--- config.mk ---
export PLATFORM = sky130hd
export DESIGN_NAME = boa_pmp_cfg_seq
export DESIGN_NICKNAME = d
export VERILOG_FILES = /design/src/rtl/boa_pmp_cfg_seq.sv
export SDC_FILE = /design/constraint.sdc
export NUM_CORES = 1
export LEC_CHECK = 0
export ABC_AREA = 1
export BUFFER_PORTS_ARGS = -buffer_cell sky130_fd_sc_hd__buf_2
export CAP_MARGIN = 5
export CORE_AREA = 2 2 86 71
export DETAILED_ROUTE_END_ITERATION = 16
export DIE_AREA = 0 0 88 73
export GPL_ROUTABILITY_DRIVEN = 0
export PLACE_DENSITY_LB_ADDON = 0.12
export SLEW_MARGIN = 0
export SYNTH_ARGS = -nofsm -noshare
export SYNTH_HDL_FRONTEND = slang
export SYNTH_SLANG_ARGS = --single-unit
--- constraint.sdc ---
create_clock -name clk -period 1.9 [get_ports clk]
set_input_delay 0.57 -clock clk [delete_from_list [all_inputs] [get_ports clk]]
set_output_delay 0.57 -clock clk [all_outputs]
set_load 0.01 [all_outputs]
--- src/rtl/boa_pmp_cfg_seq.sv ---
// Boot-time PMP configuration sequencer: programs pmpaddr/pmpcfg from parameter
// tables, optionally reads them back, then passes the CSR port through to the core.
module boa_pmp_cfg_seq #(
    parameter int          ENTRIES               = 4,
    parameter logic [31:0] INIT_ADDR [ENTRIES]   = '{default: 32'h0},
    parameter logic [7:0]  INIT_CFG  [ENTRIES]   = '{default: 8'h0},
    parameter bit          VERIFY                = 1'b1,
    parameter bit          AUTO_START            = 1'b1
) (
    input  logic        clk,
    input  logic        rst,
    input  logic        start,
    output logic        busy,
    output logic        done,
    output logic        error,
    input  logic        core_csr_we,
    input  logic [11:0] core_csr_addr,
    input  logic [31:0] core_csr_wdata,
    output logic        core_csr_present,
    output logic [31:0] core_csr_rdata,
    output logic        core_stall,
    output logic        pmp_csr_we,
    output logic [11:0] pmp_csr_addr,
    output logic [31:0] pmp_csr_wdata,
    input  logic        pmp_csr_present,
    input  logic [31:0] pmp_csr_rdata
);

    localparam int         CFG_WORDS     = (ENTRIES + 3) / 4;
    localparam logic [4:0] LAST_ADDR_IDX = 5'(ENTRIES - 1);
    localparam logic [4:0] LAST_CFG_IDX  = 5'(CFG_WORDS - 1);

    typedef enum logic [2:0] {
        S_IDLE, S_WR_ADDR, S_WR_CFG, S_RD_ADDR, S_RD_CFG, S_DONE, S_ERROR
    } state_t;

    state_t      state_reg;
    logic [4:0]  index_reg;
    logic        busy_reg;
    logic        done_reg;
    logic        error_reg;
    logic        auto_pending_reg;

    // Tables padded to the full 5-bit index range; unused slots read as zero.
    logic [31:0] addr_tab [32];
    logic [7:0]  cfg_byte [128];
    logic [31:0] cfg_tab  [32];

    genvar gi;
    generate
        for (gi = 0; gi < 32; gi++) begin : g_addr_tab
            if (gi < ENTRIES) begin : g_used
                assign addr_tab[gi] = INIT_ADDR[gi];
            end else begin : g_pad
                assign addr_tab[gi] = 32'h0;
            end
        end
        for (gi = 0; gi < 128; gi++) begin : g_cfg_byte
            if (gi < ENTRIES) begin : g_used
                assign cfg_byte[gi] = INIT_CFG[gi];
            end else begin : g_pad
                assign cfg_byte[gi] = 8'h0;
            end
        end
        for (gi = 0; gi < 32; gi++) begin : g_cfg_tab
            assign cfg_tab[gi] = {cfg_byte[4*gi+3], cfg_byte[4*gi+2],
                                  cfg_byte[4*gi+1], cfg_byte[4*gi]};
        end
    endgenerate

    logic        seq_we;
    logic [11:0] seq_addr;
    logic [31:0] seq_data;
    logic        read_bad;

    always_comb begin
        seq_we   = 1'b0;
        seq_addr = 12'h3B0 + {7'd0, index_reg};
        seq_data = addr_tab[index_reg];
        case (state_reg)
            S_WR_ADDR: seq_we = 1'b1;
            S_WR_CFG: begin
                seq_we   = 1'b1;
                seq_addr = 12'h3A0 + {7'd0, index_reg};
                seq_data = cfg_tab[index_reg];
            end
            S_RD_CFG: begin
                seq_addr = 12'h3A0 + {7'd0, index_reg};
                seq_data = cfg_tab[index_reg];
            end
            default: ;
        endcase
    end

    assign read_bad = !pmp_csr_present || (pmp_csr_rdata != seq_data);

    always_ff @(posedge clk or posedge rst) begin
        if (rst) begin
            state_reg        <= S_IDLE;
            index_reg        <= 5'd0;
            busy_reg         <= 1'b0;
            done_reg         <= 1'b0;
            error_reg        <= 1'b0;
            auto_pending_reg <= AUTO_START;
        end else begin
            auto_pending_reg <= 1'b0;
            case (state_reg)
                S_WR_ADDR: begin
                    if (index_reg == LAST_ADDR_IDX) begin
                        state_reg <= S_WR_CFG;
                        index_reg <= 5'd0;
                    end else begin
                        index_reg <= index_reg + 5'd1;
                    end
                end
                S_WR_CFG: begin
                    if (index_reg == LAST_CFG_IDX) begin
                        index_reg <= 5'd0;
                        if (VERIFY) begin
                            state_reg <= S_RD_ADDR;
                        end else begin
                            state_reg <= S_DONE;
                            busy_reg  <= 1'b0;
                            done_reg  <= 1'b1;
                        end
                    end else begin
                        index_reg <= index_reg + 5'd1;
                    end
                end
                S_RD_ADDR, S_RD_CFG: begin
                    if (read_bad) begin
                        // Abort on first bad read; remaining reads are skipped.
                        state_reg <= S_ERROR;
                        index_reg <= 5'd0;
                        busy_reg  <= 1'b0;
                        error_reg <= 1'b1;
                    end else if (state_reg == S_RD_ADDR && index_reg == LAST_ADDR_IDX) begin
                        state_reg <= S_RD_CFG;
                        index_reg <= 5'd0;
                    end else if (state_reg == S_RD_CFG && index_reg == LAST_CFG_IDX) begin
                        state_reg <= S_DONE;
                        index_reg <= 5'd0;
                        busy_reg  <= 1'b0;
                        done_reg  <= 1'b1;
                    end else begin
                        index_reg <= index_reg + 5'd1;
                    end
                end
                default: begin
                    if (start || auto_pending_reg) begin
                        state_reg <= S_WR_ADDR;
                        index_reg <= 5'd0;
                        busy_reg  <= 1'b1;
                        done_reg  <= 1'b0;
                        error_reg <= 1'b0;
                    end
                end
            endcase
        end
    end

    assign busy  = busy_reg;
    assign done  = done_reg;
    assign error = error_reg;

    // The core owns the PMP port whenever no sequence is running.
    assign pmp_csr_we       = busy_reg ? seq_we   : core_csr_we;
    assign pmp_csr_addr     = busy_reg ? seq_addr : core_csr_addr;
    assign pmp_csr_wdata    = busy_reg ? seq_data : core_csr_wdata;
    assign core_csr_present = busy_reg ? 1'b0     : pmp_csr_present;
    assign core_csr_rdata   = busy_reg ? 32'h0    : pmp_csr_rdata;
    assign core_stall       = busy_reg;

endmodule

==> run_results.csv <==
group,metric,value,unit
detailed_routing,via_per_inst,4.01,
place,dp_hpwl,4650,um
min_path,min_path_type,"input pin to async pin",
clock_tree,numCtsBuffers,3,
outcome,status,"finished, violations left",
synthesis,synth.area.top_cells,"nor2_1, inv_1, dfrtp_1",
setup_path,r2r_cells,12,
detailed_routing,antenna_left,0,
floorplan,die_w,88,um
timing,hold_viol,0,
detailed_routing,vias,2230,
final_layout,syn_to_final_growth,68.0,%
timing,min_period_over_period,104,%
setup_path,cpLargestDelayFamily,"flip-flops",
setup_path,worst_path_max_delay_cell,"dfrtp_1",
pwr,p_per_area,1180,nW/um2
floorplan,fp.coreArea,5660,um2
clock_tree,clk_pin_slew,0.06,ns
synthesis,syn_avg_cell_area,5.33,um2
pwr,ir_worst_vdd,0.430,mV
detailed_routing,drt-wirelength-per-cell,10.3,um
setup_path,cp-end-kind,"primary output",
grt,grt_pass1_vias,2004,
final_layout,mostFrequentLayoutCells,"buf_2, nor2_1, inv_1",
final_layout,fillCellCount,621,
final_layout,fin_cells,556,
floorplan,die-area,6420,um2
detailed_routing,dr.pass1.iters,4,
setup_path,path_buf_inv,3,
clock_tree,cts_sinks,12,
setup_path,critical_path_required,1.33,ns
final_layout,nets,561,
flow_run,max_cap_viol_count,0,
final_layout,largest_reg_flops,5,
timing,final.setup.tns,-0.150,ns
final_layout,final_area,2720,um2
final_layout,antenna_cells,0,
final_layout,drive_above_1_share,47.2,%
synthesis,synth_cells,304,
setup_path,crit_cells,8,
place,place_inst,542,
floorplan,io_pins,163,
place,placed_area,2540,um2
synthesis,synth.top_cell.area_share,20.8,%
grt,grt_pass1_wl,8900,um
floorplan,start_util,28.6,%
clock_tree,cts_root_buf,"clkbuf_8",
grt,grt_max_degree,45,
timing,max_freq,504,MHz
synthesis,synth_warnings,0,
synthesis,synth_seq_cells,12,
timing,setup_viol,3,
grt,track_usage,17.3,%
clock_tree,htreeDepth,1,
setup_path,cp-start-kind,"flip-flop",
clock_tree,clock_path_buffers,2,
pwr,p_leak,1.86,nW
synthesis,syn-num-nets,389,
clock_tree,clkLatencyLatePin,0.24,ns
final_layout,final_common_cell,"buf_2",
grt,grt_overflow,0,
timing,clock-skew-final,0.00700,ns
timing,maxSlewViolCount,0,
timing,layout_setup_ws,-0.0847,ns
clock_tree,cts_tree,"built",
detailed_routing,remaining_drc_errors,0,
synthesis,syn_area,1620,um2
setup_path,critPathMaxStageDelay,0.43,ns
grt,antenna_found_initial,0,
floorplan,num_rows,25,
setup_path,crit_chain,"inv_2 -> nand3_2 -> nand2_2 -> inv_2 -> ha_4 -> nand2_2 -> nand2_1 -> buf_2",
timing,min_period,1.98,ns
synthesis,synth_top_cell_by_area,"nor2_1",
timing,fin_worst_hold_slack,0.331,ns
setup_path,crit_type,"flip-flop to primary output",
place,dp_slack,0.101,ns
outcome,violations,"setup timing",
synthesis,ys_seq_area_share,18.6,%
synthesis,ys_types,27,
setup_path,cp_data_arrival_time,1.41,ns
floorplan,die_h,73,um
setup_path,path_max_fanout,4,
timing,rsz0062_at_grt,"true",
detailed_routing,drt_iter0_drc,83,
place,portBuffers,162,
detailed_routing,routed_wl,5710,um
[stage by stage]
| step | power [W] | util (%) |
|---|---|---|
| detailed placement | 0.00269 | 44.9 |
| global route | 0.00353 | 48.1 |
| finish | 0.00322 | 48.1 |
| floorplan | 0.00183 | - |
| global placement | 0.00268 | 44.9 |
| CTS | 0.00320 | 47.8 |
[cell families after synthesis]
group	count (synthesis)	synth area share [%]
DFF	12	18.6
and+or+nand+nor	167	47.5
adders and majority gates	4	3.09
buffers and inverters	100	23.4
other	1	0.231
xor gates and xnor gates	3	1.62
AOI/OAI and AO/OA	17	5.56
[final timing paths]
check | from | endpoint | slack [ns]
worst max-delay path | state_reg[1]$_DFFE_PP0P_ | pmp_csr_addr[4] | -0.08
worst min-delay path | rst | index_reg[2]$_DFFE_PP0P_ | 0.33
worst max register to register | state_reg[1]$_DFFE_PP0P_ | state_reg[0]$_DFFE_PP0P_ | 0.34
worst min register to register | done$_DFFE_PP0P_ | done$_DFFE_PP0P_ | 0.52
max in group asynchronous | rst | busy$_DFFE_PP0P_ | 1.21
min in group clk | done$_DFFE_PP0P_ | done$_DFFE_PP0P_ | 0.52
[cells in the mapped netlist, drive strengths merged]
| library cell | number |
|---|---|
| a21oi | 2 |
| a31oi | 1 |
| buf | 1 |
| clkbuf | 9 |
| conb | 1 |
| dfrtp | 11 |
| dfstp | 1 |
| ha | 4 |
| inv | 90 |
| nand2 | 49 |
| nand3 | 15 |
| nand4 | 2 |
| nor2 | 97 |
| nor3 | 1 |
| o21ai | 14 |
| or2 | 3 |
| xor2 | 3 |
[where the power goes]
| group | switching (W) | internal [W] | total, W |
|---|---|---|---|
| clock | 0.0000995 | 0.000183 | 0.000283 |
| sequential | 0.000100 | 0.000335 | 0.000435 |
| combinational | 0.00147 | 0.00103 | 0.00250 |
| total | 0.00167 | 0.00155 | 0.00322 |
[layout make-up]
class	instances	area, um2	share of cell area (%)
Timing Repair inverter	1	7.51	0.276
Multi-Input combinational cell	192	987	36.2
Clock buffer	4	55.1	2.02
Inverter	90	342	12.5
Sequential cell	12	303	11.1
Timing Repair Buffer	176	928	34.1
Tap cell	81	101	3.72
[layer usage]
layer | share of wire, % | vias to the layer above | global-route usage (%)
met5 | 0 | - | 0
met4 | 0.65 | 0 | 2.74
met3 | 8.2 | 4 | 3.73
met2 | 49 | 92 | 32.8
met1 | 42 | 939 | 20.2
li1 | - | 1195 | -
[timing repair]
item	4_1_cts	5_1_grt
setup endpoints to repair	9	31
gates cloned	1	0
pin swaps	7	2
buffers inserted	9	0
hold buffers	0	0
resized for setup	11	7
No activity file was read; power rests on OpenSTA's default activity.
